$ cat src/rtl/race_progress_tracker_pkg.sv
// Shared race/progress definitions: FSM encodings, divider width and the
// default bar geometry also used by the HUD bar drawer.
package race_pkg;

   localparam int PX_W_DEF      = 9;
   localparam int DIV_W         = 32 + PX_W_DEF;
   localparam int BAR_LEN_DEF   = 320;
   localparam int NEAR_DIST_DEF = 4096;

   typedef enum logic [1:0] {
      R_IDLE,
      R_RACING,
      R_FINISHED
   } race_state_t;

   typedef enum logic [1:0] {
      D_IDLE,
      D_LOAD,
      D_RUN,
      D_DONE
   } div_state_t;

endpackage

$ cat src/rtl/race_progress_tracker_if.sv
// Distance interface: the per-frame distance producer drives it (master),
// the progress tracker consumes it (slave).
interface race_progress_tracker_if;

   logic               startOfFrame;
   logic               race_enable;
   logic signed [31:0] distance_drove;
   logic signed [31:0] track_length;

   modport master (
      output startOfFrame,
      output race_enable,
      output distance_drove,
      output track_length
   );

   modport slave (
      input startOfFrame,
      input race_enable,
      input distance_drove,
      input track_length
   );

endinterface

$ cat src/rtl/race_progress_tracker_seq_divider.sv
// seq_divider: unsigned restoring divider, one quotient bit per clock.
// start is accepted only in D_IDLE; operands are read during D_LOAD, so the
// caller must hold num_i/den_i stable for the cycle after start.
// abort returns to D_IDLE at the next edge without producing done.
module seq_divider
   import race_pkg::*;
#(
   parameter int NUM_W  = 41,
   parameter int DEN_W  = 32,
   parameter int QUOT_W = 9
) (
   input  logic              clk,
   input  logic              rst_n,
   input  logic              start_i,
   input  logic              abort_i,
   input  logic [NUM_W-1:0]  num_i,
   input  logic [DEN_W-1:0]  den_i,
   output logic              idle_o,
   output logic              busy_o,
   output logic              done_o,
   output logic [QUOT_W-1:0] quot_o
);

   localparam int CNT_W = $clog2(NUM_W + 1);

   div_state_t        state_q;
   logic              busy_q;
   logic              done_q;
   logic [CNT_W-1:0]  cnt_q;
   logic [NUM_W-1:0]  quot_q;
   logic [DEN_W-1:0]  rem_q;
   logic [DEN_W-1:0]  den_q;

   logic [DEN_W:0]    trial_d;
   logic [DEN_W:0]    diff_d;
   logic              fits_d;

   // One restoring step: shift the next numerator bit into the remainder
   // and subtract the denominator when it fits.
   always_comb begin
      trial_d = {rem_q, quot_q[NUM_W-1]};
      diff_d  = trial_d - {1'b0, den_q};
      fits_d  = (trial_d >= {1'b0, den_q});
   end

   // Divider FSM with registered busy/done.
   always_ff @(posedge clk or negedge rst_n) begin
      if (!rst_n) begin
         state_q <= D_IDLE;
         busy_q  <= 1'b0;
         done_q  <= 1'b0;
         cnt_q   <= '0;
         quot_q  <= '0;
         rem_q   <= '0;
         den_q   <= '0;
      end else if (abort_i) begin
         state_q <= D_IDLE;
         busy_q  <= 1'b0;
         done_q  <= 1'b0;
         cnt_q   <= '0;
      end else begin
         case (state_q)
            D_IDLE: begin
               done_q <= 1'b0;
               if (start_i) begin
                  state_q <= D_LOAD;
                  busy_q  <= 1'b1;
               end
            end
            D_LOAD: begin
               quot_q  <= num_i;
               rem_q   <= '0;
               den_q   <= den_i;
               cnt_q   <= CNT_W'(NUM_W);
               state_q <= D_RUN;
            end
            D_RUN: begin
               // Remainder stays below the denominator, so the low DEN_W bits hold it.
               if (fits_d) begin
                  rem_q  <= diff_d[DEN_W-1:0];
                  quot_q <= {quot_q[NUM_W-2:0], 1'b1};
               end else begin
                  rem_q  <= trial_d[DEN_W-1:0];
                  quot_q <= {quot_q[NUM_W-2:0], 1'b0};
               end
               cnt_q <= cnt_q - 1'b1;
               if (cnt_q == CNT_W'(1)) begin
                  state_q <= D_DONE;
                  busy_q  <= 1'b0;
                  done_q  <= 1'b1;
               end
            end
            D_DONE: begin
               done_q  <= 1'b0;
               state_q <= D_IDLE;
            end
            default: begin
               state_q <= D_IDLE;
               busy_q  <= 1'b0;
               done_q  <= 1'b0;
            end
         endcase
      end
   end

   assign idle_o = (state_q == D_IDLE);
   assign busy_o = busy_q;
   assign done_o = done_q;
   assign quot_o = quot_q[QUOT_W-1:0];

endmodule

$ cat src/rtl/race_progress_tracker.sv
// race_progress_tracker: turns per-frame distance/track length into race
// state, a HUD progress-bar length and finish flags/pulses.
// Optional checkpoint outputs are built when RACE_PROGRESS_CHECKPOINT_EN is
// defined; the default build omits them.
module race_progress_tracker
   import race_pkg::*;
#(
   parameter int BAR_LEN     = BAR_LEN_DEF,
   parameter int PX_W        = PX_W_DEF,
   parameter int NEAR_DIST   = NEAR_DIST_DEF,
   parameter int CHECKPOINTS = 4
) (
   input  logic                   clk,
   input  logic                   resetN,
   race_progress_tracker_if.slave dif,
   output logic [PX_W-1:0]        progress_px,
   output logic                   progress_valid,
   output logic                   near_finish,
   output logic                   race_finished,
   output logic                   finish_pulse,
   output logic                   busy
`ifdef RACE_PROGRESS_CHECKPOINT_EN
   ,
   output logic                            checkpoint_pulse,
   output logic [$clog2(CHECKPOINTS)-1:0] checkpoint_idx
`endif
);

   localparam int                NUM_W  = 32 + PX_W;
   localparam logic [NUM_W-1:0]  BAR_NW = NUM_W'(BAR_LEN);
   localparam logic [PX_W-1:0]   BAR_PX = PX_W'(BAR_LEN);
   localparam logic [31:0]       NEAR_W = 32'(NEAR_DIST);

   race_state_t       state_q;
   logic [31:0]       d_q;
   logic [31:0]       l_q;
   logic [PX_W-1:0]   px_q;
   logic              valid_q;
   logic              near_q;
   logic              fin_q;
   logic              fp_q;

   logic [31:0]       l_clamp;
   logic [31:0]       d_pos;
   logic [31:0]       d_clamp;
   logic              finish_cond;
   logic              near_cond;
   logic              sample;
   logic              div_start;
   logic              div_idle;
   logic              div_busy;
   logic              div_done;
   logic [PX_W-1:0]   div_quot;
   logic [NUM_W-1:0]  num;

   // Clamp the incoming sample and evaluate finish/near-finish on it.
   always_comb begin
      l_clamp     = (dif.track_length < 0) ? 32'd0 : $unsigned(dif.track_length);
      d_pos       = (dif.distance_drove < 0) ? 32'd0 : $unsigned(dif.distance_drove);
      d_clamp     = (d_pos > l_clamp) ? l_clamp : d_pos;
      finish_cond = (l_clamp == 32'd0) || (d_clamp >= l_clamp);
      near_cond   = ((l_clamp - d_clamp) <= NEAR_W);
      // A frame strobe arriving while the divider is occupied is dropped.
      sample      = dif.startOfFrame && dif.race_enable &&
                    (state_q != R_FINISHED) && div_idle;
      div_start   = sample && !finish_cond;
      num         = {{PX_W{1'b0}}, d_q} * BAR_NW;
   end

   seq_divider #(
      .NUM_W  (NUM_W),
      .DEN_W  (32),
      .QUOT_W (PX_W)
   ) u_div (
      .clk     (clk),
      .rst_n   (resetN),
      .start_i (div_start),
      .abort_i (!dif.race_enable),
      .num_i   (num),
      .den_i   (l_q),
      .idle_o  (div_idle),
      .busy_o  (div_busy),
      .done_o  (div_done),
      .quot_o  (div_quot)
   );

   // Race FSM with registered progress/flag outputs; race_enable low wins.
   always_ff @(posedge clk or negedge resetN) begin
      if (!resetN) begin
         state_q <= R_IDLE;
         d_q     <= '0;
         l_q     <= '0;
         px_q    <= '0;
         valid_q <= 1'b0;
         near_q  <= 1'b0;
         fin_q   <= 1'b0;
         fp_q    <= 1'b0;
      end else begin
         valid_q <= 1'b0;
         fp_q    <= 1'b0;
         if (!dif.race_enable) begin
            state_q <= R_IDLE;
            px_q    <= '0;
            near_q  <= 1'b0;
            fin_q   <= 1'b0;
         end else begin
            if (div_done) begin
               px_q    <= div_quot;
               valid_q <= 1'b1;
            end
            if (sample) begin
               d_q <= d_clamp;
               l_q <= l_clamp;
               if (finish_cond) begin
                  state_q <= R_FINISHED;
                  fp_q    <= 1'b1;
                  fin_q   <= 1'b1;
                  near_q  <= 1'b1;
                  px_q    <= BAR_PX;
               end else begin
                  state_q <= R_RACING;
                  near_q  <= near_cond;
               end
            end
         end
      end
   end

   assign progress_px    = px_q;
   assign progress_valid = valid_q;
   assign near_finish    = near_q;
   assign race_finished  = fin_q;
   assign finish_pulse   = fp_q;
   assign busy           = div_busy;

`ifdef RACE_PROGRESS_CHECKPOINT_EN
   localparam int IDX_W = $clog2(CHECKPOINTS);
   localparam int SEG   = BAR_LEN / CHECKPOINTS;

   logic             cp_hit;
   logic [IDX_W-1:0] cp_k;
   logic             cp_pulse_q;
   logic [IDX_W-1:0] cp_idx_q;

   // Highest segment boundary crossed upward by the new divider result.
   always_comb begin
      cp_hit = 1'b0;
      cp_k   = '0;
      for (int k = 1; k < CHECKPOINTS; k++) begin
         if ((int'(px_q) < k * SEG) && (int'(div_quot) >= k * SEG)) begin
            cp_hit = 1'b1;
            cp_k   = IDX_W'(k);
         end
      end
   end

   // Checkpoint pulse/index registers; index holds between pulses.
   always_ff @(posedge clk or negedge resetN) begin
      if (!resetN) begin
         cp_pulse_q <= 1'b0;
         cp_idx_q   <= '0;
      end else begin
         cp_pulse_q <= 1'b0;
         if (dif.race_enable && div_done && cp_hit) begin
            cp_pulse_q <= 1'b1;
            cp_idx_q   <= cp_k;
         end
      end
   end

   assign checkpoint_pulse = cp_pulse_q;
   assign checkpoint_idx   = cp_idx_q;
`endif

endmodule

$ cat src/flat_wrapper.sv
// flat-port wrapper written by rule: the top's interface ports become plain ports
module race_progress_tracker_flat import race_pkg::*;
#(
   parameter int BAR_LEN     = BAR_LEN_DEF,
   parameter int PX_W        = PX_W_DEF,
   parameter int NEAR_DIST   = NEAR_DIST_DEF,
   parameter int CHECKPOINTS = 4
)
  (clk, resetN, progress_px, progress_valid, near_finish, race_finished, finish_pulse, busy, dif_startOfFrame, dif_race_enable, dif_distance_drove, dif_track_length);
  race_progress_tracker_if dif_i ();
  input  logic clk;
  input  logic resetN;
  output logic [PX_W-1:0] progress_px;
  output logic progress_valid;
  output logic near_finish;
  output logic race_finished;
  output logic finish_pulse;
  output logic busy;
  input wire logic [$bits(dif_i.startOfFrame)-1:0] dif_startOfFrame;
  input wire logic [$bits(dif_i.race_enable)-1:0] dif_race_enable;
  input wire logic [$bits(dif_i.distance_drove)-1:0] dif_distance_drove;
  input wire logic [$bits(dif_i.track_length)-1:0] dif_track_length;
  assign dif_i.startOfFrame = dif_startOfFrame;
  assign dif_i.race_enable = dif_race_enable;
  assign dif_i.distance_drove = dif_distance_drove;
  assign dif_i.track_length = dif_track_length;
  race_progress_tracker #(.BAR_LEN(BAR_LEN), .PX_W(PX_W), .NEAR_DIST(NEAR_DIST), .CHECKPOINTS(CHECKPOINTS)) u_core (.clk(clk), .resetN(resetN), .dif(dif_i), .progress_px(progress_px), .progress_valid(progress_valid), .near_finish(near_finish), .race_finished(race_finished), .finish_pulse(finish_pulse), .busy(busy));
endmodule
$ cat config.mk
export PLATFORM = sky130hd
export DESIGN_NAME = race_progress_tracker_flat
export DESIGN_NICKNAME = d
export VERILOG_FILES = /design/src/rtl/race_progress_tracker_pkg.sv /design/src/rtl/race_progress_tracker_if.sv /design/src/rtl/race_progress_tracker_seq_divider.sv /design/src/rtl/race_progress_tracker.sv /design/src/flat_wrapper.sv
export SDC_FILE = /design/constraint.sdc
export NUM_CORES = 1
export LEC_CHECK = 0
export ABC_CLOCK_PERIOD_IN_PS = 8050
export CAP_MARGIN = 20
export CORE_ASPECT_RATIO = 1.4
export CORE_MARGIN = 4
export CORE_UTILIZATION = 55
export CTS_CLUSTER_SIZE = 20
export DETAILED_ROUTE_END_ITERATION = 8
export PLACE_DENSITY_LB_ADDON = 0.08
export SYNTH_ARGS = -nofsm -noshare
export SYNTH_HDL_FRONTEND = slang
export SYNTH_SLANG_ARGS = --single-unit
export TNS_END_PERCENT = 30
$ cat constraint.sdc
create_clock -name clk -period 8.05 [get_ports clk]
set_input_delay 1.2075 -clock clk [delete_from_list [all_inputs] [get_ports clk]]
set_output_delay 1.2075 -clock clk [all_outputs]
set_load 0.02 [all_outputs]
Word level (Yosys, flattened, before mapping)

Cells that the tools add are included.
W data, S select, Z words.

Input port bits: 68
Flip-flop bits (word level): 194
Output and inout port bits: 14
Word-level logic and storage cells: 92

Add/subtract/negate cells: 3
$mul: 1
Equality and inequality tests: 12
Mux-type cells: 38
$lt $le $gt $ge: 6
Reduce and logical (&&, ||, !) cells: 17

Operators by type and width:

| kind                    | number |
|---|---|
| $mux W32                | 4 |
| $pmux W41 S2            | 1 |
| $lt A32 B1 Y1 const B   | 2 |
| $pmux W32 S2            | 1 |
| $sub A32 B32 Y32        | 2 |
| $mux W9                 | 4 |
| $mul A32 B3 Y35 const B | 1 |
| $ge A33 B32 Y1          | 1 |
| $ge A32 B32 Y1          | 1 |
| $gt A32 B32 Y1          | 1 |
| $le A32 B13 Y1 const B  | 1 |
| $logic_not A32 Y1       | 1 |
| $mux W1                 | 17 |
| $mux W2                 | 6 |
| $pmux W6 S2             | 1 |
| $reduce_and A2 Y1       | 6 |
| $pmux W2 S4             | 1 |
| $eq A6 B1 Y1 const B    | 1 |
| $mux W6                 | 1 |
| $ne A3 B1 Y1 const B    | 2 |
| $ne A3 B2 Y1 const B    | 2 |
| $sub A6 B1 Y6 const B   | 1 |
| $eq A2 B2 Y1 const B    | 2 |
| $logic_and A1 B1 Y1     | 4 |
| other kinds (11)        | 13 |

Depth between registers and ports, before layout

Gate-level depths: netlist (run 1).

Word-level depth: 11
Depth in mapped cells: 27
Mapped depth without buffers: 23

By module

Synthesis (run 1) repeated with hierarchy kept, for this count alone.

Cells, all modules: 1797
Area total of the unflattened synthesis: 15019.4 um2

By module, submodules not included:

| module                | area an instance (um2) | sequential area each (um2) | cells an instance | instances |
|---|---|---|---|---|
| race_progress_tracker | 8094.0                 | 1926.8                     | 1021              | 1 |
| seq_divider           | 6925.4                 | 2877.8                     | 776               | 1 |

Worst setup path before layout (run 1)

No wires, ideal clock.

Kind: input port to flip-flop
Start: in dif_distance_drove[31]
End: reg u_core.near_q, in the netlist u_core.near_finish
Library setup time: 0.092 ns
Path slack: 2.062 ns
Path buffers: 4
Stages: 26
Required time: 7.958 ns
Arrival: 5.896 ns
Cell sequence: clkbuf_1 nor2b_1 ha_1 a21o_1 a21o_1 a21o_1 a21oi_1 nor2_1 a2111oi_0 a21oi_1 o21a_1 clkbuf_1 buf_2 mux2i_1 ha_1 buf_6 a211o_1 a21oi_4 or2_4 a31oi_4 or3_1 o211a_1 xor2_1 nor4_2 nand4_1 o31ai_2

Word-level cells in the longest chain between the ends: 9
Elaborated cells on any way between the ends: 11
Classes of those cells: 1 x add/sub; 4 x order compare; 5 x mux; 1 x reduce/logical

Ends and longest elaborated chain:

| element                                              | line                                                     | RTL |
|---|---|---|
| from (decl)                                          | flat_wrapper.sv:21                                       | `input wire logic [$bits(dif_i.distance_drove)-1:0] dif_distance_drove;` |
| $lt A32 B1 Y1                                        | race_progress_tracker.sv:59                              | `d_pos = (dif.distance_drove < 0) ? 32'd0 : $unsigned(dif.distance_drove);` |
| $mux W32 (*)                                         | race_progress_tracker.sv:59                              |  |
| $gt A32 B32 Y1                                       | race_progress_tracker.sv:60                              | `d_clamp = (d_pos > l_clamp) ? l_clamp : d_pos;` |
| $mux W32 (*)                                         | race_progress_tracker.sv:60                              |  |
| $sub A32 B32 Y32 or $ge A32 B32 Y1 (tied branches)   | race_progress_tracker.sv:62, race_progress_tracker.sv:61 |  |
| $le A32 B13 Y1 or $logic_or A1 B1 Y1 (tied branches) | race_progress_tracker.sv:62, race_progress_tracker.sv:61 |  |
| $mux W1 (*)                                          | race_progress_tracker.sv:114                             | `if (finish_cond) begin` |
| $mux W1 (*)                                          | race_progress_tracker.sv:111                             | `if (sample) begin` |
| $mux W1 (*)                                          | race_progress_tracker.sv:101                             | `if (!dif.race_enable) begin` |
| to (signal assigned)                                 | race_progress_tracker.sv:122                             | `near_q <= near_cond;` |
| to (decl)                                            | race_progress_tracker.sv:39                              | `logic near_q;` |

Every way passes the cells marked *; elsewhere a longest branch is shown, timed or not. The select of a mux whose other input is x is not followed.
A chain may end at the register's enable or synchronous reset.

Worst setup path in the final report (run 1)

Start: in dif_track_length[31]
End: reg u_core.u_div.state_q[0]

Word-level cells in the longest chain between the ends: 10
Elaborated cells on any way between the ends: 11
Classes of those cells: 3 x order compare; 1 x eq/ne; 2 x mux; 5 x reduce/logical

Ends and longest elaborated chain:

| element                                | line                                    | RTL |
|---|---|---|
| from (decl)                            | flat_wrapper.sv:22                      | `input wire logic [$bits(dif_i.track_length)-1:0] dif_track_length;` |
| $lt A32 B1 Y1                          | race_progress_tracker.sv:58             | `l_clamp = (dif.track_length < 0) ? 32'd0 : $unsigned(dif.track_length);` |
| $mux W32 (*)                           | race_progress_tracker.sv:58             |  |
| $gt A32 B32 Y1                         | race_progress_tracker.sv:60             |  |
| $mux W32                               | race_progress_tracker.sv:60             |  |
| $ge A32 B32 Y1                         | race_progress_tracker.sv:61             | `finish_cond = (l_clamp == 32'd0) \|\| (d_clamp >= l_clamp);` |
| $logic_or A1 B1 Y1 (*)                 | race_progress_tracker.sv:61             |  |
| $logic_not A1 Y1 (*)                   | race_progress_tracker.sv:66             | `div_start = sample && !finish_cond;` |
| $logic_and A1 B1 Y1 (*)                | race_progress_tracker.sv:66             |  |
| $ne A3 B2 Y1 (no source line) (*)      | --                                      |  |
| $reduce_and A2 Y1 (no source line) (*) | --                                      |  |
| to (signal assigned)                   | race_progress_tracker_seq_divider.sv:88 | `state_q <= D_DONE;` |
| to (signal assigned)                   | race_progress_tracker_seq_divider.sv:95 | `state_q <= D_IDLE;` |
| to (signal assigned)                   | race_progress_tracker_seq_divider.sv:98 | `state_q <= D_IDLE;` |
| to (decl)                              | race_progress_tracker_seq_divider.sv:26 | `div_state_t state_q;` |

Every way passes the cells marked *; elsewhere a longest branch is shown, timed or not.

==> results of run 1 <==
## synthesized netlist by cell type (34+ instances only)
master,n
nand2_1,209
dfrtp_1,191
o21ai_0,168
ha_1,156
a21oi_1,125
nor2_1,98
inv_1,95
mux2i_1,66
clkbuf_1,54
a21o_1,46
nor2b_1,43
nand2b_1,41
nand3_1,40
nor3_1,40
mux2_2,34
## flip-flops by register name, indices dropped and copies added (netlist names), 2 cells and up
register              cells
u_core.d_q               31
u_core.l_q               31
u_core.progress_px        9
u_core.state_q            2
u_core.u_div.cnt_q        6
u_core.u_div.den_q       31
u_core.u_div.quot_q      41
u_core.u_div.rem_q       32
u_core.u_div.state_q      2
## worst max-delay path, delay by kind of cell
kind,cells,cell delay (ns)
buf+inv,2,1.11
fa+ha+maj,2,0.90
compound gates,10,2.52
xor+xnor,1,0.13
simple gates,7,1.61
mux,1,0.14
## path summary, 6_finish.rpt
kind                                       from  slack, ns                       to  cells after the start
setup / recovery           dif_track_length[31]       0.74  u_core.u_div.state_q[0]                     23
hold / removal                   u_core.l_q[29]       0.48           u_core.l_q[29]                      2
setup reg to reg                  u_core.d_q[5]       4.50  u_core.u_div.quot_q[38]                     12
hold reg to reg                  u_core.l_q[29]       0.48           u_core.l_q[29]                      2
max in group asynchronous                resetN       5.57  u_core.u_div.quot_q[26]                      2
min in group asynchronous                resetN       0.89   u_core.u_div.rem_q[10]                      1
## cell families after synthesis
group                    count (synthesis)  share of synthesized area (%)
AO/OA/AOI/OAI                          497                          21.16
flip-flops                             191                          32.20
buffers and inverters                  174                          4.813
XOR/XNOR                                61                          3.599
adder cells (fa/ha/maj)                158                          13.42
AND/OR/NAND/NOR                        556                          17.78
multiplexers                           100                          7.030
## routing by layer
metal | vias to the layer above | global-route usage (%) | share of wire (%)
li1 | 6289 | - | -
met1 | 6163 | 34.36 | 41
met2 | 368 | 50.87 | 50
met3 | 99 | 3.319 | 3.4
met4 | 0 | 13.62 | 5.0
met5 | - | 0 | 0
## metrics by stage
step / worst slack, ns / area [sq um]
6_report: 0.7424 / 16470
5_1_grt: 0.4938 / 16470
4_1_cts: 0.9002 / 16470
3_5_place_dp: 0.4716 / 15880
3_3_place_gp: 0.5497 / 15880
2_1_floorplan: 2.062 / 14840
## power by group
| part | internal [mW] | total, mW | switching, mW |
|---|---|---|---|
| combinational | 1.27 | 3.02 | 1.76 |
| sequential | 1.28 | 1.56 | 0.283 |
| clock | 0.446 | 0.855 | 0.409 |
## final cells by class
cell class,instances,area share [%]
Sequential cell,191,29.02
Inverter,95,2.165
Clock inverter,13,0.8964
Tap cell,360,2.735
Multi-Input combinational cell,1372,56.91
Timing Repair Buffer,94,5.614
Clock buffer,18,2.666
==> metrics.md, run 1 <==
| Metric | Value |
|---|---|
| Final layout net count | `1997` |
| Detailed Route Iter0 Violations | `684` |
| Utilization after layout | `62.48%` |
| Final wirelength | `42870 um` |
| Post-synth top area share | `roughly 32%` |
| Critical Path, Cell by Cell | `clkdlybuf4s50_1, nand2b_1, ha_1, a21o_1, a21o_1, a21o_1, a21oi_1, nor2_1, a2111oi_0, a21oi_1, o21a_2, buf_12, mux2i_1, ha_1, nand2_1, or3_1, nor2_1, o21ai_0, a31oi_1, a21boi_1, or2_2, xnor2_1, and2_1` |
| Share of cells above drive strength 1 | `approximately 6.3%` |
| Final Max Tran Viols | `0` |
| Root buf cell | `clkbuf_16` |
| Maximum fanout along the worst path | `27` |
| Most frequent cells in the layout | `208 x nand2_1, 191 x dfrtp_1, 168 x o21ai_0` |
| Worst vdd ir | `0.0002052 V` |
| Crit end category | `flip-flop` |
| Drt pass-1 iters | `5` |
| Pwr Total | `5.444 mW` |
| FF+latch area | `4780 sq um` |
| CTS buffer count | `17` |
| Status | `finished clean` |
| CP max-delay cell | `clkdlybuf4s50_1` |
| Max_cap viols | `0` |
| Post-synth EDFFs | `0` |
| Critical Path Max Stage Delay | `0.85 ns` |
| GR Overflow Total | `0` |
| Initial antenna violation count | `0` |
| Vias | `12920` |
| # DRC | `0` |
| Clk_skew | `between 0.01 and 0.015 ns` |
| DR WL/cell | `20.00 um` |
| Max Buffers Root-to-Sink | `2` |
| Leak | `approximately 8 nW` |
| Yosys cell types | `84` |
| Non-filler cells in the finished layout | `2143` |
| Synth area leader | `dfrtp_1` |
| Commonest non-fill, non-tap cell in the layout | `nand2_1` |
| Worst-path clk slew | `roughly 0.08 ns` |
| Pwr/cell area | `330.5 nW/um^2` |
| Hpwl dp | `33200 um` |
| Die Ht | `roughly 200 um` |
| Starting Density | `56.30%` |
| Skew-Pair Late Insertion Delay | `between 0.4 and 0.5 ns` |
| Synth Cell Area | `approximately 15000 sq um` |
| Top Ports | `82` |
| WHS | `0.4816 ns` |
| Core Region | `26360 sq um` |
| Worst Tran Pin Value | `0.9712 ns` |
| Vias in the first global route | `12700` |
| Setup TNS | `0 ns` |
| Largest net degree at the start of global routing | `about 120` |
| Main synth FF type | `dfrtp_1` |
| Vias per cell | `about 6` |
| Hold_buf cts | `0` |
| Syn Nets | `1963` |
| Worst Setup Start Kind | `primary input` |
| Slew HR | `35.25%` |
| Achievable Freq | `136.8 MHz` |
| CP most frequent cell | `a21o_1` |
| Min cycle time layout | `between 7 and 8 ns` |
| Die Area | `29720 sq um` |
| # port buffers | `81` |
| Clock sink count | `191` |
| Setup violators final | `0` |
| Hold WC Path Type | `reg2reg` |
| Placed cells | `2112` |
| Synth area leaders | `dfrtp_1 32%, ha_1 13%, o21ai_0 5.7%, nand2_1 5.3%, mux2i_1 4.5%` |
| Row cnt | `70` |
| H-tree lvl count | `4` |
| Global-route wire length before repair | `between 60000 and 70000 um` |
| Syn Inst Count | `1737` |
| Area Growth Syn to Fin | `10.97%` |
| Crit path required time | `between 8 and 9 ns` |
| Antenna Diode Count | `0` |
| Antenna Nets Post-Route | `0` |
| GRT Total Usage | `28.64%` |
| Fraction of registers with async set/reset | `100.0%` |
| CTS tree | `built` |
| RSZ-0062 raised after global routing | `no` |
| Post-CTS setup buffers | `0` |
| GPL Wtd Cong | `about 1` |
| Final Cycle Share | `90.78%` |
| # fillers | `2365` |
| Syn_area_per_cell | `8.545 sq um` |
| Yosys warnings | `0` |
| Resized cells post-CTS | `0` |
| Final hold viol count | `0` |
| Synth Register Bits | `191` |
| Setup Crit Path Kind | `in2reg` |
| Chip Width | `146.8 um` |
| Seq/Total Area, Yosys | `32.20%` |
| Worst EP arrival | `7.64 ns` |
| Multi-input gate area in the final layout | `~9400 sq um` |
No activity file was read; power rests on OpenSTA's default activity.
==> inputs of run 2 (changes only) <==
--- a/config.mk
+++ b/config.mk
@@ -9,7 +9,7 @@
 export CAP_MARGIN = 20
 export CORE_ASPECT_RATIO = 1.4
 export CORE_MARGIN = 4
-export CORE_UTILIZATION = 55
+export CORE_UTILIZATION = 60
 export CTS_CLUSTER_SIZE = 20
 export DETAILED_ROUTE_END_ITERATION = 8
 export PLACE_DENSITY_LB_ADDON = 0.08
==> run 2 against run 1 <==
  * Register-to-register slack got worse by 0.29 ns
  * Sequential share of layout area hardly changed
  * Power is 0.24% higher
  * Non-clock buffer count rose by 9
  * Critical endpoint is now u_core.progress_px[4]
  * Highest routed layer is now met5
  * Clock power is 2% lower
  * Core utilization rose by 5.6 points
  * Routed wire length up 0.60%
  * Cell area fell by 0.17%
  * Critical path type unchanged
==> metrics.md, run 2 (same netlist as run 1, synthesis figures left out) <==
| Metric | Value |
|---|---|
| GRT Total Usage | `between 30% and 40%` |
| Core Region | `24140 sq um` |
| Resized cells post-CTS | `0` |
| Min cycle time layout | `7.209 ns` |
| Top Ports | `slightly above 80` |
| Largest net degree at the start of global routing | `89` |
| H-tree lvl count | `4` |
| # port buffers | `just over 80` |
| Setup TNS | `0 ns` |
| Net Sw Frac | `45.60%` |
| Sw Pwr | `2.488 mW` |
| DR WL/cell | `between 20 and 25 um` |
| Largest Register | `u_core.u_div.quot_q` |
| Hold_buf cts | `0` |
| Placed cell area | `15880 sq um` |
| Final Cycle Share | `89.55%` |
| Biggest regs | `u_core.u_div.quot_q x41, u_core.u_div.rem_q x32` |
| Initial antenna violation count | `1` |
| Crit path required time | `roughly 8.4 ns` |
| Critical path buffers and inverters | `3` |
| Antenna Diode Count | `0` |
| Hold WC Path Type | `reg2reg` |
| Skew-Pair Late Insertion Delay | `around 0.45 ns` |
| # DRC | `0` |
| WHS | `just under 0.5 ns` |
| Worst Setup Start Kind | `primary input` |
| Slew HR | `between 30 and 40%` |
| Part of the power in registers | `approximately 29%` |
| RSZ-0062 raised after global routing | `no` |
| CP max-delay cell | `o21a_2` |
| Pwr/cell area | `around 330 nW/um^2` |
| CTS tree | `built` |
| Clock sink count | `roughly 190` |
| CP top delay family | `compound AO/OA/AOI/OAI gates` |
| Utilization after layout | `between 60% and 70%` |
| Root buf cell | `clkbuf_16` |
| Internal Pwr Total | `2.968 mW` |
| Vias per cell | `6.233` |
| Max reg flops | `41` |
| Row cnt | `67` |
| Detailed Route Iter0 Violations | `921` |
| Max_cap viols | `0` |
| Comb pwr share | `a little under three fifths` |
| Vias in the first global route | `13160` |
| Drt pass-1 iters | `6` |
| Worst vdd ir | `0.0002212 V` |
| Antenna Nets Post-Route | `0` |
| Starting Density | `between 60% and 70%` |
| Max Buffers Root-to-Sink | `2` |
| CTS buffer count | `17` |
| GR Overflow Total | `0` |
| Final wirelength | `around 43000 um` |
| Design area | `16440 sq um` |
| Setup Crit Path Kind | `in2reg` |
| Most frequent cells in the layout | `208 x nand2_1, 191 x dfrtp_1, 168 x o21ai_0` |
| Pwr Total | `5.456 mW` |
| Final hold viol count | `0` |
| Area Growth Syn to Fin | `10.78%` |
| Global-route wire length before repair | `69280 um` |
| Clk_skew | `0.01360 ns` |
| Die Area | `27350 sq um` |
| GPL Wtd Cong | `1.035` |
| Final Max Tran Viols | `0` |
| Post-CTS setup buffers | `0` |
| Leak | `7.870 nW` |
| # fillers | `2032` |
| Final layout net count | `between 2000 and 2500` |
| Achievable Freq | `~140 MHz` |
| Worst Tran Pin Value | `0.9379 ns` |
| Critical Path Max Stage Delay | `0.77 ns` |
| Worst EP arrival | `~7.5 ns` |
| Vias | `13110` |
| Commonest non-fill, non-tap cell in the layout | `nand2_1` |
| Status | `finished clean` |
| Share of cells above drive strength 1 | `6.860%` |
| Crit end category | `flip-flop` |
| Critical Path, Cell by Cell | `clkdlybuf4s50_1, buf_4, nor2b_1, ha_1, nand4_1, nor2_1, nand4_1, a21oi_1, a2111oi_0, a21oi_1, o21a_2, buf_4, mux2i_1, ha_1, a31oi_1, o21ai_0, a21o_1, a221oi_1, a31oi_1, o21ai_1, nor2_1` |
| Worst-path clk slew | `0.08 ns` |
| Power share of the clock group | `15.4%` |
| Maximum fanout along the worst path | `28` |
| Setup violators final | `0` |
| Die Ht | `slightly below 200 um` |
| Hpwl dp | `33510 um` |
| Chip Width | `140.9 um` |
run 2: changes by cell type in the layout (fill, tap and decap cells not counted), sizes merged:
cell,delta
buf,+9
bufinv,-1
clkbuf,-1
clkinvlp,-2
inv,+5
run 2: worst register-to-register path, delay by kind of cell, from the launching register on:
kind	cells	cell delay, ns
AOI/OAI and AO/OA	7	1.95
adders and majority gates	1	0.40
buffers and inverters	1	0.44
DFF	1	0.40
and+or+nand+nor	3	0.56
run 2: per-layer routing:
layer	routed length, um	part of all wire (%)	global-route usage [%]	vias up
li1	-	-	-	6306
met1	17080	40	37.66	6207
met2	21240	49	54.42	446
met3	1911	4.4	4.713	148
met4	2878	6.7	18.17	2
met5	9	0.021	0	-
run 2: path summary, 6_finish.rpt:
| kind | startpoint | to | slack [ns] | cells past startpoint |
|---|---|---|---|---|
| min in group asynchronous | resetN | u_core.u_div.rem_q[11] | 0.76 | 1 |
| hold reg to reg | u_core.l_q[15] | u_core.l_q[15] | 0.48 | 2 |
| setup / recovery | dif_distance_drove[31] | u_core.progress_px[4] | 0.84 | 21 |
| max in group asynchronous | resetN | u_core.d_q[21] | 6.04 | 2 |
| hold / removal | u_core.l_q[15] | u_core.l_q[15] | 0.48 | 2 |
| setup reg to reg | u_core.u_div.rem_q[5] | u_core.u_div.rem_q[30] | 4.21 | 12 |
run 2: stage by stage:
step                      worst slack [ns]  std cells
after detailed placement            0.5394       2071
final                               0.8411       2103
after global placement              0.6758       2071
after CTS                           0.9544       2103
after floorplan                      2.062       1737
after global routing                0.3067       2103
run 2: area by class of cell:
cell class	instances	area (sq um)	share of cell area, %
timing repair buffer	103	979.7	5.958
clock buffer	17	425.4	2.587
inverter	95	356.6	2.169
sequential	191	4780	29.07
tap	310	387.9	2.359
clock inverter	15	141.4	0.8598
multi-input combinational	1372	9373	57.00
run 2: power groups by stage:
stage          clock (mW)  sequential, mW  combinational, mW
2_1_floorplan           0            1.46               2.36
3_3_place_gp            0            1.56               2.93
3_5_place_dp            0            1.58               2.99
4_1_cts             0.852            1.56               3.03
5_1_grt             0.886            1.60               3.43
6_report            0.842            1.56               3.05
==> inputs of run 3 (changes only) <==
--- a/config.mk
+++ b/config.mk
@@ -7,7 +7,7 @@
 export LEC_CHECK = 0
 export ABC_CLOCK_PERIOD_IN_PS = 8050
 export CAP_MARGIN = 20
-export CORE_ASPECT_RATIO = 1.4
+export CORE_ASPECT_RATIO = 0.5
 export CORE_MARGIN = 4
 export CORE_UTILIZATION = 60
 export CTS_CLUSTER_SIZE = 20
==> run 3 against run 2 <==
  * Setup slack lost 0.21 ns
  * Cell area increased by 0.18%
  * Sequential share of layout area fell by 0.053 points
  * Clock-buffer cell count unchanged
  * Non-clock buffer count is 12 lower
  * Global-route usage is 1.1 points lower
  * Worst hold slack hardly changed
  * Register-to-register slack improved by 0.20 ns
  * Die area rose by 0.43%
  * Routed wire length down 2.0%
  * Core utilization is essentially flat
  * Largest cell class unchanged
  * Largest power group unchanged
==> metrics.md, run 3 (same netlist as run 1, synthesis figures left out) <==
| Metric | Value |
|---|---|
| Min-delay src | `u_core.l_q[24]` |
| Slew HR | `34.62%` |
| Critical Path Max Stage Delay | `roughly 0.8 ns` |
| Hpwl dp | `32090 um` |
| Post-CTS setup buffers | `0` |
| Pwr Total | `5.530 mW` |
| Placed cell area | `15850 sq um` |
| Max reg flops | `41` |
| Status | `finished clean` |
| Root buf cell | `clkbuf_16` |
| Worst reg-to-reg setup slack | `4.41 ns` |
| Final wirelength | `42250 um` |
| Vias | `13230` |
| Setup TNS | `0 ns` |
| Leak | `7.847 nW` |
| Final hold viol count | `0` |
| CTS tree | `built` |
| WHS | `0.4811 ns` |
| GRT Total Usage | `30.69%` |
| # DRC | `0` |
| Place WS | `0.3911 ns` |
| Top Ports | `82` |
| Resized cells post-CTS | `0` |
| Core Region | `24170 sq um` |
| Vias per cell | `6.251` |
| Setup Crit Path Kind | `in2reg` |
| Die Area | `between 20000 and 30000 sq um` |
| H-tree lvl count | `4` |
| Area Growth Syn to Fin | `10.98%` |
| GPL Wtd Cong | `around 1.0` |
| Clk_skew | `between 0.015 and 0.02 ns` |
| Critical Path, Cell by Cell | `clkdlybuf4s50_1, nand2b_1, ha_1, a21o_1, a21o_1, a21o_1, a21oi_1, nor2_1, a2111oi_0, a21oi_1, o21a_1, buf_12, mux2i_1, ha_1, nand4_1, nor2_1, o21ai_2, a31oi_4, o21ai_0, a31oi_1, a21boi_1, or2_2, xnor2_1, and2_1` |
| Worst Tran Pin Value | `just under 1 ns` |
| Final Max Tran Viols | `0` |
| Worst vdd ir | `0.0002067 V` |
| CP top delay family | `compound AO/OA/AOI/OAI gates` |
| Max Buffers Root-to-Sink | `2` |
| CTS buffer count | `17` |
| Maximum fanout along the worst path | `32` |
| DR WL/cell | `19.96 um` |
| Setup violators final | `0` |
| Die Ht | `119.2 um` |
| Largest Register | `u_core.u_div.quot_q` |
| Hold Path End | `u_core.l_q[24]` |
| CP max-delay cell | `clkdlybuf4s50_1` |
| Most frequent cells in the layout | `208 x nand2_1, 191 x dfrtp_1, 168 x o21ai_0` |
| Crit end category | `flip-flop` |
| Hold WC Path Type | `reg2reg` |
| # port buffers | `81` |
| Worst Setup Start Kind | `primary input` |
| Skew-Pair Late Insertion Delay | `0.45 ns` |
| Antenna Nets Post-Route | `0` |
| Detailed Route Iter0 Violations | `1112` |
| Design area | `around 16000 sq um` |
| Commonest non-fill, non-tap cell in the layout | `nand2_1` |
| Reg2Reg Capture Point | `u_core.u_div.quot_q[38]` |
| RSZ-0062 raised after global routing | `no` |
| Final Cycle Share | `approximately 92%` |
| Largest net degree at the start of global routing | `113` |
| Min cycle time layout | `between 7 and 8 ns` |
| Crit path required time | `8.38 ns` |
| Worst EP arrival | `7.75 ns` |
| Global-route wire length before repair | `67710 um` |
| Starting Density | `61.40%` |
| Clock sink count | `191` |
| CP most frequent cell | `a21o_1` |
| Biggest regs | `u_core.u_div.quot_q x41, u_core.u_div.rem_q x32` |
| GR Overflow Total | `0` |
| R2R Path Start | `u_core.d_q[5]` |
| Final layout net count | `1994` |
| Depth of the most critical reg-to-reg path | `12` |
| Achievable Freq | `134.7 MHz` |
| Max_cap viols | `0` |
| Initial antenna violation count | `0` |
| Min-Delay Path Depth | `2` |
| Hold_buf cts | `0` |
| Drt pass-1 iters | `6` |
| Chip Width | `230.4 um` |
| Final WS setup | `between 0.6 and 0.7 ns` |
| Pwr/cell area | `335.7 nW/um^2` |
| Vias in the first global route | `roughly 13000` |
| Share of cells above drive strength 1 | `6.124%` |
| Critical path buffers and inverters | `2` |
| Row cnt | `40` |
| Worst-path clk slew | `0.08 ns` |
run 3: changes by cell type in the layout (fill, tap and decap cells not counted), moves of 2 or more:
cell	previous run	this run
buf_4	22	8
clkinv_2	2	0
inv_6	5	3
clkinv_8	1	6
inv_8	5	3
run 3: stage by stage:
stage,cells,util (%)
3_3_place_gp,2084,65.46
2_1_floorplan,1737,-
6_report,2117,68.15
5_1_grt,2116,68.14
3_5_place_dp,2085,65.57
4_1_cts,2116,68.14
run 3: final cells by class:
type | instances | area [sq um]
tap | 336 | 420.4
multi-input combinational | 1372 | 9371
inverter | 95 | 356.6
sequential | 191 | 4780
fill | 1950 | 7700
antenna | 1 | 2.502
clock buffer | 17 | 425.4
timing repair buffer | 91 | 922.1
clock inverter | 14 | 195.2
run 3: worst max path at each step:
stage	startpoint	endpoint	slack (ns)	cells after the start
after floorplan	dif_distance_drove[31]	u_core.near_finish	2.06	26
after global placement	dif_track_length[31]	u_core.u_div.state_q[0]	0.54	24
after detailed placement	dif_track_length[31]	u_core.u_div.state_q[0]	0.39	24
after CTS	dif_track_length[31]	u_core.u_div.state_q[0]	0.81	24
after global routing	dif_track_length[31]	u_core.u_div.state_q[0]	0.38	24
final	dif_track_length[31]	u_core.u_div.state_q[0]	0.63	24
run 3: worst min-delay path, stage by stage (launching register included):
cell and delay, ns:
dfrtp_1 0.34, nand2_1 0.05, o21ai_0 0.06
run 3: layer usage:
layer  track usage, %  vias up  wire length [um]  part of all wire, %
met4            6.491        0               715                  1.7
met3            6.358       63              3092                  7.3
met1            46.02     6386             20550                   49
li1                 -     6281                 -                    -
met2            45.92      503             17890                   42
met5                0        -                 0                    0
run 3: report_power, final:
part           total (mW)  internal, mW  switching (mW)
combinational        3.08          1.27            1.81
clock               0.885         0.450           0.435
sequential           1.56          1.28           0.284
total                5.53          3.00            2.53
